--- src/rtl/fifo_rd_ctrl.sv ---
// Read-domain controller of the asynchronous FIFO: synchronises the Gray write
// pointer, keeps the read pointers and derives empty, fill level and underflow.
module fifo_rd_ctrl #(
   parameter int ADDR_WIDTH = 4,
   parameter int AE_LEVEL   = 2
) (
   input  logic                  RCLK,
   input  logic                  RRSTn,
   input  logic                  rd_en,
   input  logic [ADDR_WIDTH:0]   wpt,
   output logic [ADDR_WIDTH:0]   rpt,
   output logic [ADDR_WIDTH-1:0] raddr,
   output logic                  mem_ren,
   output logic                  empty,
   output logic                  almost_empty,
   output logic [ADDR_WIDTH:0]   rd_count,
   output logic                  underflow
);

   localparam int            PW     = ADDR_WIDTH + 1;
   localparam logic [PW-1:0] AE_THR = PW'(AE_LEVEL);

   function automatic logic [PW-1:0] bin2gray(input logic [PW-1:0] b);
      return b ^ (b >> 1);
   endfunction

   // XOR prefix from the MSB down.
   function automatic logic [PW-1:0] gray2bin(input logic [PW-1:0] g);
      logic [PW-1:0] b;
      b[PW-1] = g[PW-1];
      for (int i = PW - 2; i >= 0; i--) begin
         b[i] = b[i+1] ^ g[i];
      end
      return b;
   endfunction

   logic [PW-1:0] wp1;
   logic [PW-1:0] wp2;
   logic [PW-1:0] rbin;
   logic [PW-1:0] rbin_next;
   logic [PW-1:0] rgray_next;
   logic [PW-1:0] wbin_s;
   logic [PW-1:0] level_next;
   logic          accept;

   // Read accept and next-pointer computation
   assign accept     = rd_en & ~empty;
   assign mem_ren    = accept;
   assign raddr      = rbin[ADDR_WIDTH-1:0];
   assign rbin_next  = rbin + PW'(accept);
   assign rgray_next = bin2gray(rbin_next);

   // Fill level against the synchronised (hence lagging) write pointer
   assign wbin_s     = gray2bin(wp2);
   assign level_next = wbin_s - rbin_next;

   // Synchroniser, pointer and flag registers; rpt comes straight from a flop
   always_ff @(posedge RCLK or negedge RRSTn) begin
      if (!RRSTn) begin
         wp1          <= '0;
         wp2          <= '0;
         rbin         <= '0;
         rpt          <= '0;
         empty        <= 1'b1;
         almost_empty <= 1'b1;
         rd_count     <= '0;
         underflow    <= 1'b0;
      end else begin
         wp1          <= wpt;
         wp2          <= wp1;
         rbin         <= rbin_next;
         rpt          <= rgray_next;
         empty        <= (rgray_next == wp2);
         rd_count     <= level_next;
         almost_empty <= (level_next <= AE_THR);
         underflow    <= rd_en & empty;
      end
   end

endmodule

--- config.mk ---
export PLATFORM = sky130hd
export DESIGN_NAME = fifo_rd_ctrl
export DESIGN_NICKNAME = d
export VERILOG_FILES = /design/src/rtl/fifo_rd_ctrl.sv
export SDC_FILE = /design/constraint.sdc
export NUM_CORES = 1
export LEC_CHECK = 0
export ABC_AREA = 1
export CORE_MARGIN = 2
export CORE_UTILIZATION = 45
export CTS_BUF_LIST = sky130_fd_sc_hd__clkbuf_8
export DETAILED_ROUTE_END_ITERATION = 8
export HOLD_SLACK_MARGIN = 0.1
export PLACE_DENSITY = 0.71
export SYNTH_ARGS = -nofsm -noshare
export SYNTH_HDL_FRONTEND = slang
export SYNTH_SLANG_ARGS = --single-unit
--- constraint.sdc ---
create_clock -name RCLK -period 3.2 [get_ports RCLK]
set_input_delay 0.64 -clock RCLK [delete_from_list [all_inputs] [get_ports RCLK]]
set_output_delay 0.64 -clock RCLK [all_outputs]
set_load 0.03 [all_outputs]
==> results by group, run 1 <==
Place
  • Buffers on Ports: 25
  • Placed Cells: 199
  • Placed Area: 1590 sq um
  • Post-DP HPWL: 1.73 mm
  • GP Congestion: 0.790

Critical path
  • Worst-path fanout max: 3
  • Crit start category: primary input
  • Worst reg2reg setup slack: 0.81 ns
  • Worst Setup End Kind: output port
  • Number of cells on the critical path: 4
  • Slowest Stage Delay on Critical Path: 0.71 ns
  • Required @ worst endpoint: 2.56 ns
  • FF-to-FF path depth: 16
  • Most used cell, CP: clkdlybuf4s50_1
  • FF-to-FF End: almost_empty
  • Buf/Inv on CP: 3
  • Crit path DAT: 2.03 ns
  • Crit-path leading delay family: buffers and inverters
  • Setup Crit Path Kind: in2out
  • Slowest CP cell: clkdlybuf4s50_1
  • Crit-path cells: clkdlybuf4s50_1 -> inv_1 -> nor2_1 -> clkdlybuf4s50_1
  • Reg2reg start: wp2[4]

Floorplanning
  • Initial Util: 0.471
  • Rows: 19
  • Die Y: 57.8 microns
  • Core ar.: 2760 sq um
  • Die Wd: 57.8 microns
  • Die ar.: 3340 sq um
  • IO Pins: 26

Hold path
  • Hold WC Path Type: reg2reg
  • Hold Path Origin: wp1[1]
  • WHS Endpoint: wp2[1]
  • Hold path depth: 0

Finish
  • Non-filler instance count after layout: 203
  • Final Cell Area: 1630 sq um
  • P&R area growth vs syn: 25.4%
  • Final net count: 188
  • Layout cell share with drive strength beyond 1: 0.163
  • # diodes: 0

Routing
  • Drt pass-1 iters: 4
  • Avg Vias per Cell: 4.88
  • ANT nets after route: 0
  • DRC viols: 0
  • Vias: 990
  • Avg WL per Cell: 10.9 microns
  • Drt first-iter violations: 15
  • Routed WL: 2.21 mm

Timing
  • Period utilisation layout: 0.834
  • Relative slew slack: 0.772
  • Slew Limit Fails: 0
  • Final setup skew: 0.00275 ns
  • Setup_tns: 0 ns
  • Fmax: 375 MHz
  • Worst Tran Pin Value: 0.343 ns
  • RSZ-0062 raised after global routing: false
  • Setup violators final: 0
  • Fin crit period: 2.67 ns
  • Hold Fails Final Rpt: 0

Flow run
  • Max-Cap Viols: 0

Clock network
  • CTS root buf: clkbuf_8
  • Clock Path Buffers: 2
  • H-tree depth: 1
  • Cts repair resizes: 0
  • CTS tree: yes
  • Worst skew pair latency: 0.26 ns
  • CTS clk-pin slew, worst paths: 0.08 ns
  • CTS buffer count: 3
  • Post-CTS Setup Bufs: 0
  • CTS Sinks: 27
  • Hold_buf cts: 0

Outcome
  • Outcome: finished, final reports clean

Logic synthesis
  • Syn Std Cell Area: 1300 sq um
  • Syn Nets: 158
  • Yosys top cell area share: 0.481
  • Area contributors post-synth: dfrtp_1, nand2_1, nand3_1, nand2_2, ha_1
  • Syn Area/Cell: 9.09 sq um
  • Synth cell types: 19
  • Yosys warnings: 0
  • Post-Synth Simple-Gate Area: 0.286
  • Largest family of logic cells by synthesized area: simple AND/OR/NAND/NOR gates
  • Synth Area in Compound Gates: 0.0144
  • Synth Area in XOR/XNOR: 0.0327
  • Sequential area share after synthesis: 0.522
  • Adder-cell area share of the yosys netlist: 0.0731
  • FF+latch count, synth: 27
  • Synth area leader: dfrtp_1
  • Multiplexer share of the synthesized area: 0
  • Post-Synthesis Cells: 143

Power and ir drop
  • Peak VDD IR: 0.587 mV
  • Power Density: 1030 nW/um^2
  • Leakage: 0.000839 uW

Global routing
  • Global-route wire length before repair: 4.16 mm
  • Total GRT Usage: 0.159
  • Vias in the first global route: 979
  • Initial antenna violation count: 0
  • Largest net degree at the start of global routing: 28
  • Total gr overflow: 0
[how the worst max path moves through the flow]
stage / from / to
3_5_place_dp: rd_en / almost_empty
6_report: rd_en / mem_ren
3_3_place_gp: rd_en / almost_empty
5_1_grt: rd_en / almost_empty
2_1_floorplan: rd_en / almost_empty
4_1_cts: rd_en / mem_ren
[cells in the mapped netlist (all sizes together)]
library cell and count:
a21oi 2, buf 1, dfrtp 25, dfstp 2
fa 1, ha 6, inv 22, nand2 51
nand3 17, nand3b 1, nand4 1, nor2 9
o21ai 1, xor2 4
[stage by stage]
| stage | util | total power [uW] | setup slack (ns) | hold WS [ns] |
|---|---|---|---|---|
| 3_5_place_dp | 0.575 | 1520 | 0.277 | 0.336 |
| 5_1_grt | 0.591 | 1840 | 0.291 | 0.361 |
| 4_1_cts | 0.591 | 1710 | 0.518 | 0.355 |
| 6_report | 0.591 | 1690 | 0.531 | 0.353 |
| 3_3_place_gp | 0.575 | 1490 | 0.364 | 0.333 |
| 2_1_floorplan | - | 1210 | 0.546 | 0.331 |
[state kept, by name (all words and copies together) (netlist names)]
register,count
rpt,4
rbin,5
almost_empty,1
wp2,5
underflow,1
rd_count,5
empty,1
wp1,5
[layout make-up]
cell class / count / area (sq um)
fill: 239 / 1130
sequential: 27 / 678
multi-input combinational: 93 / 528
clock buffer: 3 / 41.3
clock inverter: 1 / 3.75
tap: 31 / 38.8
inverter: 22 / 82.6
timing repair buffer: 26 / 258
[cells in the final DEF (no fill, tap or decap)]
master           instances
nand2_1                 37
clkdlybuf4s50_1         25
dfrtp_1                 25
inv_1                   20
nand3_1                 17
nand2_2                 13
nor2_1                   6
ha_1                     6
inv_2                    3
xor2_1                   3
nor2_2                   3
clkbuf_8                 3
a21oi_1                  2
dfstp_2                  2
nand4_1                  1
nand2_4                  1
xor2_2                   1
o21ai_2                  1
nand3b_1                 1
fa_1                     1
buf_4                    1
[layer usage]
layer  global-route usage  routed length (microns)  vias up
met5                    0                        0        -
met4               0.0664                       44        0
met3               0.0379                      113        4
met2                0.256                     1030       27
li1                     -                        -      494
met1                0.207                     1020      465
[cell families after synthesis]
kind of cell | Yosys count
compound gates | 3
fa+ha+maj | 7
flops | 27
xor+xnor | 4
simple gates | 79
buf+inv | 23
[power breakdown]
group          leakage [uW]  total, uW  switching [uW]  internal (uW)
Combinational      0.000492        982             608            374
Sequential         0.000320        521            69.6            451
Clock             0.0000269        183            96.7           85.8
Total              0.000839       1690             774            911
No activity file was read; power rests on OpenSTA's default activity.
==> run 2: changes to the inputs <==
--- a/config.mk
+++ b/config.mk
@@ -11,7 +11,7 @@
 export CTS_BUF_LIST = sky130_fd_sc_hd__clkbuf_8
 export DETAILED_ROUTE_END_ITERATION = 8
 export HOLD_SLACK_MARGIN = 0.1
-export PLACE_DENSITY = 0.71
+export PLACE_DENSITY = 0.74
 export SYNTH_ARGS = -nofsm -noshare
 export SYNTH_HDL_FRONTEND = slang
 export SYNTH_SLANG_ARGS = --single-unit
==> constraint.sdc (replaced) <==
create_clock -name RCLK -period 2.2 [get_ports RCLK]
set_input_delay 0.44 -clock RCLK [delete_from_list [all_inputs] [get_ports RCLK]]
set_output_delay 0.44 -clock RCLK [all_outputs]
set_load 0.03 [all_outputs]
==> run 2 against run 1 <==
Net effect: the run now ends with setup timing left; cell count is 10% higher; clock skew grew 0.0011 ns; die area unchanged; sequential power is 48% higher; total power increased by 71%; critical path type is now reg2reg; largest power group unchanged.
==> results by group, run 2 (synthesis results as in run 1) <==
Finish
  • Most frequent cells in the layout: nand2_1, dfrtp_1, clkdlybuf4s50_1
  • Filler cells: 201
  • P&R area growth vs syn: 47.1%
  • Final net count: 209
  • Multi-input logic area: 654 sq um
  • Layout cell share with drive strength beyond 1: 0.352
  • # diodes: 0
  • Register area: 678 sq um
  • Most common cell after layout, fill and taps aside: nand2_1
  • Final Cell Area: 1910 sq um

Timing
  • Fmax: 438 MHz
  • Final worst setup slack: -0.0852 ns
  • Fin crit period: 2.29 ns
  • Relative slew slack: 0.784
  • Worst Tran Pin Value: 0.324 ns
  • Final setup skew: 0.00390 ns
  • RSZ-0062 raised after global routing: true
  • Setup violators final: 2
  • Hold Fails Final Rpt: 0
  • Slew Limit Fails: 0
  • Period utilisation layout: 1.04
  • Setup_tns: -0.132 ns

Global routing
  • Initial antenna violation count: 0
  • Total GRT Usage: 0.180
  • Vias in the first global route: 1047
  • Total gr overflow: 0
  • Largest net degree at the start of global routing: 28
  • Global-route wire length before repair: 4.58 mm

Floorplanning
  • Core ar.: 2760 sq um
  • Initial Util: 0.471
  • IO Pins: 26
  • Rows: 19
  • Die ar.: 3340 sq um
  • Die Wd: 57.8 microns
  • Die Y: 57.8 microns

Critical path
  • Crit-path cells: inv_1 -> nand3_4 -> nand2_4 -> xor2_2 -> xor2_1 -> ha_2 -> inv_2 -> fa_2 -> inv_1 -> nor2_1 -> nor2_1 -> nand3_1 -> nor2_2
  • Reg2reg start: wp2[2]
  • FF-to-FF path depth: 13
  • Worst-path fanout max: 4
  • Required @ worst endpoint: 2.41 ns
  • FF-to-FF End: almost_empty
  • Worst Setup End Kind: register
  • Buf/Inv on CP: 3
  • Crit path DAT: 2.50 ns
  • Crit start category: register
  • Crit-path leading delay family: adder cells
  • Slowest Stage Delay on Critical Path: 0.53 ns
  • Setup Crit Path Kind: reg2reg
  • Slowest CP cell: fa_2
  • Worst reg2reg setup slack: -0.09 ns

Power and ir drop
  • Peak VDD IR: 1.02 mV
  • Power Density: 1500 nW/um^2
  • Leakage: 0.000949 uW

Clock network
  • CTS buffer count: 3
  • CTS Sinks: 27
  • CTS root buf: clkbuf_8
  • Hold_buf cts: 0
  • H-tree depth: 1
  • Clock Path Buffers: 2
  • CTS clk-pin slew, worst paths: 0.08 ns
  • Worst skew pair latency: 0.27 ns
  • CTS tree: yes

Routing
  • Drt first-iter violations: 32
  • Routed WL: 2.76 mm
  • Avg Vias per Cell: 4.91
  • ANT nets after route: 0
  • Vias: 1099
  • Avg WL per Cell: 12.3 microns
  • DRC viols: 0
  • Drt pass-1 iters: 4

Place
  • GP Congestion: 0.761
  • Post-DP HPWL: 1.92 mm
  • Placed Area: 1710 sq um
  • Buffers on Ports: 25

Hold path
  • WHS Endpoint: wp2[4]
  • Hold WC Path Type: reg2reg
  • Hold path depth: 0
  • Hold Path Origin: wp1[4]

Flow run
  • Max-Cap Viols: 0

Outcome
  • Violated checks: setup timing
  • Outcome: finished with violations
==> run 2: cell types whose count changed in the layout (fill, tap and decap cells not counted), sizes merged <==
cell / before / now
buf: 1 / 23
clkdlybuf4s50: 25 / 24
==> run 2: what timing repair did <==
| action | in CTS | in global routing |
|---|---|---|
| endpoints found under the setup margin | 2 | 4 |
| pin swaps | 5 | 8 |
| gates resized for setup | 11 | 12 |
| setup buffers | 4 | 1 |
==> run 2: power by group <==
part | switching [uW] | internal [uW] | leakage [uW]
clock network | 147 | 125 | 0.0000269
registers | 116 | 657 | 0.000320
logic | 1010 | 816 | 0.000603
==> run 2: metal layers <==
| layer | track usage | share of wire | vias to the layer above |
|---|---|---|---|
| met4 | 0.0864 | 0.022 | 0 |
| met2 | 0.305 | 0.53 | 40 |
| met1 | 0.222 | 0.40 | 514 |
| met5 | 0 | 0 | - |
| met3 | 0.0313 | 0.047 | 9 |
| li1 | - | - | 536 |
==> run 2: final cells by class <==
cell class                      count  area share
Sequential cell                    27       0.355
Multi-Input combinational cell     93       0.342
Timing Repair Buffer               47       0.216
Inverter                           22      0.0432
Clock buffer                        3      0.0216
Tap cell                           31      0.0203
Clock inverter                      1     0.00196
==> run 2: worst max path at each step <==
stage               startpoint            to  slack [ns]  cells past startpoint
floorplan                empty  almost_empty        0.06                     10
global placement         rd_en  almost_empty       -0.32                     14
detailed placement       rd_en  almost_empty       -0.41                     15
CTS                     wp2[4]  almost_empty       -0.04                     14
global route            wp2[4]  almost_empty       -0.21                     14
finish                  wp2[2]  almost_empty       -0.09                     13
==> run 2: per-stage QoR <==
stage | power [uW] | setup slack [ns] | hold WS [ns] | utilization | cells
after CTS | 2820 | -0.0444 | 0.355 | 0.671 | 223
after global routing | 3090 | -0.210 | 0.359 | 0.693 | 224
after floorplan | 1760 | 0.0556 | 0.144 | - | 143
after global placement | 2390 | -0.323 | 0.333 | 0.620 | 215
final | 2880 | -0.0852 | 0.352 | 0.693 | 224
after detailed placement | 2430 | -0.411 | 0.335 | 0.620 | 215
==> run 3: changes to the inputs <==
--- a/config.mk
+++ b/config.mk
@@ -6,7 +6,6 @@
 export NUM_CORES = 1
 export LEC_CHECK = 0
 export ABC_AREA = 1
-export CORE_MARGIN = 2
 export CORE_UTILIZATION = 45
 export CTS_BUF_LIST = sky130_fd_sc_hd__clkbuf_8
 export DETAILED_ROUTE_END_ITERATION = 8
==> run 3 against run 2 <==
Net effect: the run still ends with setup timing left; routed wire length decreased by 2.4%; clock skew increased by 0.0021 ns; sequential power about the same; clock power about the same; combinational power about the same; cell count increased by 1.3%; cell area decreased by 1.4%; worst hold slack improved by 0.0016 ns; die area decreased by 6.8%.
==> results by group, run 3 (synthesis results as in run 1) <==
Critical path
  • Crit path DAT: 2.50 ns
  • Crit-path cells: inv_2 -> nand2_2 -> nand3_2 -> nand2_2 -> xor2_2 -> xor2_1 -> ha_2 -> inv_2 -> fa_2 -> nand2_1 -> inv_1 -> nand3_2 -> nand2_1 -> nand2_1 -> nand2_2 -> nor2_2
  • Slowest CP cell: dfrtp_1
  • Critical path origin: wp2[3]
  • Required @ worst endpoint: 2.41 ns
  • Reg2reg start: wp2[3]
  • Worst reg2reg setup slack: -0.09 ns
  • Critical Path Sink: almost_empty
  • Worst Setup End Kind: register
  • Setup Crit Path Kind: reg2reg
  • FF-to-FF End: almost_empty
  • Worst-path fanout max: 4
  • Crit start category: register
  • Slowest Stage Delay on Critical Path: 0.44 ns
  • FF-to-FF path depth: 16

Finish
  • P&R area growth vs syn: 44.9%
  • Most common cell after layout, fill and taps aside: nand2_1
  • Final Cell Area: 1880 sq um
  • Register area: 678 sq um
  • Multi-input logic area: 606 sq um
  • # diodes: 0
  • Most frequent cells in the layout: nand2_1, buf_4, dfrtp_1
  • Layout cell share with drive strength beyond 1: 0.362
  • Final net count: 212
  • Filler cells: 193

Timing
  • RSZ-0062 raised after global routing: true
  • Final worst setup slack: -0.0900 ns
  • Hold Fails Final Rpt: 0
  • Fmax: 437 MHz
  • Final setup skew: 0.00605 ns
  • Hold WS: 0.353 ns
  • Fin crit period: 2.29 ns
  • Relative slew slack: 0.776
  • Worst Tran Pin Value: 0.336 ns
  • Setup_tns: -0.136 ns
  • Slew Limit Fails: 0
  • Setup violators final: 2
  • Period utilisation layout: 1.04

Hold path
  • Hold WC Path Type: reg2reg
  • Hold path depth: 0

Global routing
  • Largest net degree at the start of global routing: 28
  • Total GRT Usage: 0.196
  • Total gr overflow: 0
  • Vias in the first global route: 1138
  • Global-route wire length before repair: 4.72 mm
  • Initial antenna violation count: 0

Floorplanning
  • Die ar.: 3110 sq um
  • Core ar.: 2760 sq um
  • Die Wd: 55.8 microns
  • IO Pins: 26
  • Initial Util: 0.471
  • Die Y: 55.8 microns
  • Rows: 19

Clock network
  • CTS Sinks: 27
  • Worst skew pair latency: 0.27 ns
  • CTS clk-pin slew, worst paths: 0.08 ns
  • CTS buffer count: 3
  • CTS tree: yes
  • CTS root buf: clkbuf_8
  • Hold_buf cts: 0
  • H-tree depth: 1
  • Clock Path Buffers: 2

Routing
  • Routed WL: 2.69 mm
  • ANT nets after route: 0
  • Drt pass-1 iters: 4
  • Avg WL per Cell: 11.9 microns
  • Vias: 1101
  • Drt first-iter violations: 20
  • DRC viols: 0
  • Avg Vias per Cell: 4.85

Place
  • Post-DP HPWL: 1.84 mm
  • Placed Area: 1720 sq um
  • Buffers on Ports: 25
  • GP Congestion: 0.758
  • Pre-CTS setup slack: -0.452 ns

Outcome
  • Outcome: finished with violations
  • Violated checks: setup timing

Power and ir drop
  • Peak VDD IR: 0.957 mV
  • Leakage: 0.000957 uW
  • Total power: 2840 uW
  • Power Density: 1510 nW/um^2

Flow run
  • Max-Cap Viols: 0
run 3: cell count changes in the layout (fill, tap and decap cells not counted), sizes merged:
cell	before	now
clkdlybuf4s50	24	23
dlygate4sd2	0	1
buf	23	26
run 3: cell type report:
class / instances / area share
well taps: 31 / 0.0206
repair buffers: 50 / 0.230
inverters: 22 / 0.0438
flip-flops and latches: 27 / 0.360
clock inverters: 1 / 0.00199
multi-input cells: 93 / 0.321
clock buffers: 3 / 0.0219
run 3: power breakdown:
part | internal, uW | switching [uW] | leakage [uW]
clock network | 125 | 146 | 0.0000269
registers | 657 | 114 | 0.000320
logic | 801 | 1000 | 0.000610
total | 1580 | 1260 | 0.000957
run 3: routing by layer:
metal | track usage | wire length [microns] | vias to the layer above
li1 | - | - | 543
met3 | 0.0349 | 90 | 7
met1 | 0.239 | 1150 | 527
met4 | 0.0964 | 58 | 0
met2 | 0.334 | 1400 | 24
met5 | 0 | 0 | -
run 3: metrics by stage:
step	util	instances
final	0.683	227
after global routing	0.683	227
after CTS	0.672	224
after detailed placement	0.623	216
after global placement	0.623	216
after floorplan	-	143
run 3: what timing repair did:
action	in CTS	in global routing
setup endpoints to repair	3	4
buffers inserted	4	3
pin swaps	6	11
gates resized for setup	17	3
run 3: how the worst min path moves through the flow:
| stage | startpoint | to |
|---|---|---|
| finish | wp1[3] | wp2[3] |
| global route | wp1[3] | wp2[3] |
| CTS | wp1[3] | wp2[3] |
| detailed placement | wp1[3] | wp2[3] |
| global placement | wp1[2] | wp2[2] |
| floorplan | RRSTn | rbin[0] |
run 3: worst max-delay path: cells and delay by family, from the launching register on:
family / cells / cell delay, ns
and+or+nand+nor: 9 / 0.70
adders and majority gates: 2 / 0.56
DFF: 1 / 0.44
xor gates and xnor gates: 2 / 0.37
buffers and inverters: 3 / 0.16
